**config.mk**
```make
export PLATFORM = sky130hd
export DESIGN_NAME = onehot_pulse_decoder
export DESIGN_NICKNAME = d
export VERILOG_FILES = /design/src/rtl/onehot_pulse_decoder.sv
export SDC_FILE = /design/constraint.sdc
export NUM_CORES = 1
export LEC_CHECK = 0
export ABC_AREA = 1
export CAP_MARGIN = 20
export CORE_AREA = 2 2 39 41
export CTS_CLUSTER_SIZE = 16
export DETAILED_ROUTE_END_ITERATION = 10
export DIE_AREA = 0 0 41 43
export DONT_BUFFER_PORTS = 1
export PLACE_DENSITY_LB_ADDON = 0.12
export SYNTH_ARGS = -nofsm -noshare
export SYNTH_HDL_FRONTEND = slang
export SYNTH_SLANG_ARGS = --single-unit
```
**constraint.sdc**
```tcl
create_clock -name clk -period 3.5 [get_ports clk]
set_input_delay 0.7 -clock clk [delete_from_list [all_inputs] [get_ports clk]]
set_output_delay 0.7 -clock clk [all_outputs]
set_load 0.1 [all_outputs]
```
**src/rtl/onehot_pulse_decoder.sv**
```systemverilog
// ============================================================================
// onehot_pulse_decoder
// ----------------------------------------------------------------------------
// Sequential binary-to-one-hot decoder. An encoded line index is accepted over
// a valid/ready handshake. The matching one-hot line is then driven high for
// PULSE_LEN cycles, followed by GAP_LEN all-zero cycles, before the block
// returns to IDLE and can accept the next request. An index that does not name
// an existing line is consumed and reported on dec_err; no pulse is produced.
//
// Parameters
//   IDX_W      width of the encoded index input
//   N          number of one-hot output lines (2 <= N <= 2**IDX_W)
//   PULSE_LEN  cycles the selected line is held high (>= 1)
//   GAP_LEN    all-zero cycles after each pulse (>= 0)
//
// Ports
//   clk           in   1      rising-edge clock
//   rst           in   1      asynchronous, active-high reset
//   dec_in_valid  in   1      dec_in holds a request
//   dec_in_ready  out  1      block can accept a request this cycle
//   dec_in        in   IDX_W  encoded line index
//   dec_out       out  N      one-hot strobe lines (registered)
//   dec_busy      out  1      high while in DRIVE or GAP
//   dec_err       out  1      one-cycle pulse: out-of-range index accepted
// ============================================================================
module onehot_pulse_decoder #(
    parameter int IDX_W     = 2,
    parameter int N         = 4,
    parameter int PULSE_LEN = 3,
    parameter int GAP_LEN   = 1
) (
    input  logic             clk,
    input  logic             rst,
    input  logic             dec_in_valid,
    output logic             dec_in_ready,
    input  logic [IDX_W-1:0] dec_in,
    output logic [N-1:0]     dec_out,
    output logic             dec_busy,
    output logic             dec_err
);

    // The counter only ever holds a pulse or gap length minus one, so it is
    // sized for the larger of the two.
    localparam int CNT_MAX = (PULSE_LEN > GAP_LEN) ? PULSE_LEN : GAP_LEN;
    localparam int CNT_W   = $clog2(CNT_MAX + 1);

    localparam logic [CNT_W-1:0] PULSE_LOAD = CNT_W'(PULSE_LEN - 1);
    localparam logic [CNT_W-1:0] GAP_LOAD   = (GAP_LEN > 0) ? CNT_W'(GAP_LEN - 1) : '0;
    localparam logic [CNT_W-1:0] CNT_ONE    = CNT_W'(1);
    localparam bit               HAS_GAP    = (GAP_LEN > 0);

    localparam logic [N-1:0] LINE0 = N'(1);

    typedef enum logic [1:0] {
        IDLE  = 2'd0,
        DRIVE = 2'd1,
        GAP   = 2'd2
    } state_t;

    state_t           state;
    state_t           state_next;
    logic [CNT_W-1:0] cnt;
    logic [CNT_W-1:0] cnt_next;
    logic [N-1:0]     out_next;
    logic             err_next;
    logic             idx_ok;

    // When every encodable index names a real line there is nothing to range
    // check, so dec_err can never fire and the comparator disappears.
    generate
        if (N < (1 << IDX_W)) begin : g_range_check
            localparam logic [IDX_W:0] N_EXT = (IDX_W + 1)'(N);
            assign idx_ok = ({1'b0, dec_in} < N_EXT);
        end else begin : g_full_range
            assign idx_ok = 1'b1;
        end
    endgenerate

    // State register. The strobe lines and the error flag are registered here
    // too, so an asserted reset clears every output-facing flop at once, even
    // in the middle of a pulse.
    always_ff @(posedge clk or posedge rst) begin
        if (rst) begin
            state   <= IDLE;
            cnt     <= '0;
            dec_out <= '0;
            dec_err <= 1'b0;
        end else begin
            state   <= state_next;
            cnt     <= cnt_next;
            dec_out <= out_next;
            dec_err <= err_next;
        end
    end

    // Next-state logic. The counter is loaded on entry to DRIVE or GAP and
    // counts down to zero; zero marks the last cycle of that phase, so it
    // never has to wrap. dec_in is looked at only in IDLE with valid high,
    // which is exactly a transfer because ready equals (state == IDLE).
    always_comb begin
        state_next = state;
        cnt_next   = cnt;
        out_next   = dec_out;
        err_next   = 1'b0;

        case (state)
            IDLE: begin
                out_next = '0;
                if (dec_in_valid) begin
                    if (idx_ok) begin
                        state_next = DRIVE;
                        out_next   = LINE0 << dec_in;
                        cnt_next   = PULSE_LOAD;
                    end else begin
                        err_next = 1'b1;
                    end
                end
            end

            DRIVE: begin
                if (cnt == '0) begin
                    out_next = '0;
                    if (HAS_GAP) begin
                        state_next = GAP;
                        cnt_next   = GAP_LOAD;
                    end else begin
                        state_next = IDLE;
                    end
                end else begin
                    cnt_next = cnt - CNT_ONE;
                end
            end

            GAP: begin
                out_next = '0;
                if (cnt == '0) begin
                    state_next = IDLE;
                end else begin
                    cnt_next = cnt - CNT_ONE;
                end
            end

            default: begin
                state_next = IDLE;
                cnt_next   = '0;
                out_next   = '0;
            end
        endcase
    end

    // Output decode. Ready is gated by rst so that no transfer can appear to
    // be offered while the block is being held in reset.
    always_comb begin
        dec_in_ready = (state == IDLE) && !rst;
        dec_busy     = (state == DRIVE) || (state == GAP);
    end

endmodule

```
### Yosys cells after proc, flatten, opt, wreduce, memory -nomap -nowiden

Index checks and enable logic that the tools add are counted.

| word-level totals | value |
|---|---|
| output and inout port bits | 7 |
| input bits | 5 |
| flip-flop bits (word level) | 8 |

| operators by class | value |
|---|---|
| shifts and indexed selects | 1 |
| $add $sub $neg | 1 |
| mux-type cells | 11 |
| reductions and logical operators | 7 |
| eq/ne operators | 6 |

Operators with widths:

| operator | count |
|---|---|
| two-way mux 2 bit | 6 |
| one-hot mux 2 bit (3 select lines) | 2 |
| two-way mux 4 bit | 2 |
| != test 2 bit (second input constant) | 4 |
| one-hot mux 4 bit (2 select lines) | 1 |
| zero test 2 bit | 2 |
| left shift 1 x 2 -> 4 bit (first input constant) | 1 |
| AND reduction 3 bit | 1 |
| equality test 2 x 1 -> 1 bit (second input constant) | 1 |
| equality test 2 bit (second input constant) | 1 |
| AND reduction 2 bit | 1 |
| subtractor 2 x 1 -> 2 bit (second input constant) | 1 |
| logical AND 1 bit | 1 |
| zero test 1 bit | 1 |
| logical OR 1 bit | 1 |

### Longest topological paths before layout

| depth | value |
|---|---|
| depth after elaboration | 3 |
| mapped depth | 7 |

### Least setup slack after synthesis

Ideal clock, no wire load.

| timing | value |
|---|---|
| kind | register to output |
| start point | reg state[0] |
| end point | out dec_in_ready |
| stages on the path, launching flop included | 5 |
| slack | 788 ps |
| data required time | 2,800 ps |
| arrival time | 2,012 ps |
| cells stage by stage | dfrtp_1 inv_1 ha_1 inv_1 nor2_1 |

| between the ends | value |
|---|---|
| cells in the longest elaborated chain, start to end | 2 |

Ends and longest elaborated chain:

| item | line | source |
|---|---|---|
| from (decl) | 60 | `state_t state;` |
| from (signal assigned) | 89 | `state <= state_next;` |
| zero test 2 bit | 154 | `dec_in_ready = (state == IDLE) && !rst;` |
| logical AND 1 bit | 154 |  |
| to (decl) | 35 | `output logic dec_in_ready,` |

No other way between the ends.

### Final worst setup path

| timing | value |
|---|---|
| start point | reg state[0] |
| end point | out dec_busy |

| between the ends | value |
|---|---|
| cells in the longest elaborated chain, start to end | 2 |
| elaborated cells on any way between the ends | 3 |
| classes of those cells | 2 x eq/ne; 1 x reduce/logical |

Ends and longest elaborated chain:

| item | line | source |
|---|---|---|
| equality test 2 x 1 -> 1 bit / equality test 2 bit (equally long branches) | 155 | `dec_busy = (state == DRIVE) \|\| (state == GAP);` |
| logical OR 1 bit * | 155 |  |
| to (decl) | 38 | `output logic dec_busy,` |

Mark *: on every way between the ends. The rest lies on a longest branch, timed or not.

==> key figures <==
CTS
  • Post-CTS setup repair buffer count: 0
  • CTS Hold Bufs: 0
  • CTS tree: done
  • Clock sink count: 8
  • H-tree levels: 1
  • Post-CTS Resized: 0
  • Root Buffer: clkbuf_4
  • CTS Buf Count: 3
  • Max clock buf depth: 2
  • Clock-pin slew on the worst setup and hold paths: 60 ps
  • Clock Latency Late Sink: 250 ps

Floorplanning
  • Die H: around 43 µm
  • Core area: 0.00138 mm²
  • Row count: 14
  • Die Area: roughly 0.0018 mm²
  • IO Pins: 12
  • Die Wd: between 40 and 50 µm
  • Starting Density: 0.403

Global route
  • Remaining Overflow, GRT: 0
  • Pin count of the biggest net entering global routing: 9
  • Vias in the first global route: 428
  • Global-route wire length before repair: between 1500 and 2000 µm
  • Total GRT Usage: 0.149
  • Initial antenna violation count: 0

Timing
  • Fmax: 0.424 GHz
  • Worst clock skew: 0.935 ps
  • Setup WS post-layout: 1140 ps
  • Fin. Hold Viols: 0
  • Final setup TNS: 0 ps
  • WHS: 279 ps
  • Final Slew Violations: 0
  • Worst Max-Slew Pin Slew: 907 ps
  • Worst relative slew slack: 0.396
  • Min cycle time layout: 2360 ps
  • Final setup viols: 0
  • Final Cycle Share: 0.673
  • RSZ-0062 raised after global routing: no

Routing
  • Antenna viol nets, final: 0
  • DR iter-0 viols: 11
  • DR WL met2: 477 µm
  • M1 WL: 435 µm
  • First-pass DRT Iterations: 4
  • WL per Instance: between 10 and 15 µm
  • DR vias/cell: 4.53
  • Routed vias: around 400
  • DRC viols: 0
  • Met3 wire len: 35 µm
  • Max layer used: met3
  • DRT Wirelength: 948 µm

Setup path
  • Startpoint types: register
  • Crit Path Max Fanout: 5
  • Worst R2R Path Depth: 7
  • Critical Path RT: 2800 ps
  • CP startpoint: state[0]$_DFFE_PP0P_
  • Crit Reg-Reg Startpoint: state[0]$_DFFE_PP0P_
  • Setup Crit Path Kind: register to output pin
  • Reg-to-reg slack, setup: approximately 2300 ps
  • Worst r2r dst: cnt[0]$_DFFE_PP0P_
  • Arrival time at the worst endpoint: 1660 ps
  • Crit end category: output pin
  • Setup crit end: dec_busy

Yosys
  • Register area share after synthesis: 0.359
  • Synth cell types: 15
  • Syn avg cell area: about 7.9 µm²
  • Mapped Cells: 71
  • Ys Warns: 0
  • Syn_nets: 85
  • Mapped Area: 558 µm²
  • Synth Register Bits: 8

Placement
  • DP Worst Slack: 1400 ps
  • Dpl hpwl: 794 µm
  • GP Congestion: 0.727
  • PortBufs: 0

Finish
  • Share of cells above drive strength 1: 0.176
  • Layout fillers: approximately 150
  • Reg area: roughly 200 µm²
  • Antenna Cells: 0
  • Area delta synth->final: 8.07%
  • Multi-input gate area: 304 µm²
  • Post-layout util: 0.436
  • Nets: 90

Run
  • Max Cap Viol: 0

Worst hold path
  • Min-Delay Path Class: input port to async pin

Status
  • Status: completed
[cell usage after synthesis]
| master | n | area [µm²] |
|---|---|---|
| o21ai_1 | 1 | 5.00 |
| nor2_2 | 1 | 6.26 |
| conb_1 | 1 | 3.75 |
| inv_1 | 11 | 41.3 |
| dfrtp_1 | 8 | 200 |
| ha_1 | 9 | 113 |
| o21ai_2 | 1 | 8.76 |
| buf_4 | 1 | 7.51 |
| nor2_1 | 1 | 3.75 |
| nand2_4 | 1 | 11.3 |
| inv_2 | 2 | 7.51 |
| nand3_1 | 4 | 20.0 |
| nand2_1 | 23 | 86.3 |
| nand4_1 | 4 | 25.0 |
| nand2_2 | 3 | 18.8 |
[cells in the final DEF (no fill, tap or decap)]
master	netlist	final
o21ai_1	1	1
nand4_1	4	4
nand2_1	23	23
dfrtp_1	8	8
nand2_4	1	1
conb_1	1	1
ha_1	9	9
buf_4	1	1
clkbuf_4	0	3
nand3_1	4	4
inv_2	2	2
nand2_2	3	3
nor2_2	1	2
inv_1	11	11
o21ai_2	1	1
[per-stage QoR]
stage / area [µm²] / std cells
floorplan: 558 / 71
global placement: 581 / 87
detailed placement: 581 / 87
CTS: 603 / 90
global route: 603 / 90
finish: 603 / 90
[state kept, by name, summed over array words and instances, names as in the netlist]
| register | count |
|---|---|
| state | 2 |
| dec_out | 4 |
| cnt | 2 |
[worst max-delay path, cell delays in order (launching register included)]
cell and delay [ps]:
dfrtp_1 420, inv_1 110, ha_1 870
[worst min path at each step]
stage	from	end	slack (ps)	cells past startpoint
global route	rst	dec_out[0]$_DFFE_PP0P_	310	1
floorplan	cnt[0]$_DFFE_PP0P_	cnt[0]$_DFFE_PP0P_	480	2
finish	rst	cnt[0]$_DFFE_PP0P_	280	1
global placement	cnt[0]$_DFFE_PP0P_	cnt[0]$_DFFE_PP0P_	510	2
CTS	rst	dec_out[0]$_DFFE_PP0P_	290	1
detailed placement	cnt[0]$_DFFE_PP0P_	cnt[0]$_DFFE_PP0P_	510	2
[cells by family after synthesis]
| group | after synthesis | share of synthesized area |
|---|---|---|
| flip-flops | 8 | 0.359 |
| buffers and inverters | 14 | 0.101 |
| other | 1 | 0.00672 |
| AO/OA/AOI/OAI | 2 | 0.0247 |
| adder cells (fa/ha/maj) | 9 | 0.202 |
| AND/OR/NAND/NOR | 37 | 0.307 |
[per-layer routing]
layer | vias up | global-route usage
li1 | 224 | -
met2 | 4 | 0.228
met3 | 0 | 0.0681
met4 | 0 | 0.0200
met5 | - | 0
met1 | 180 | 0.191
[final cells by class]
class / count / share of cell area
clock buffer: 3 / 0.0373
inverter: 13 / 0.0809
multi-input combinational: 49 / 0.504
sequential: 8 / 0.332
tap: 16 / 0.0332
timing repair buffer: 1 / 0.0124
Power is left out: the tool's default activity adds up to more than one toggle a clock period on the data nets, which glitch-free logic cannot reach.
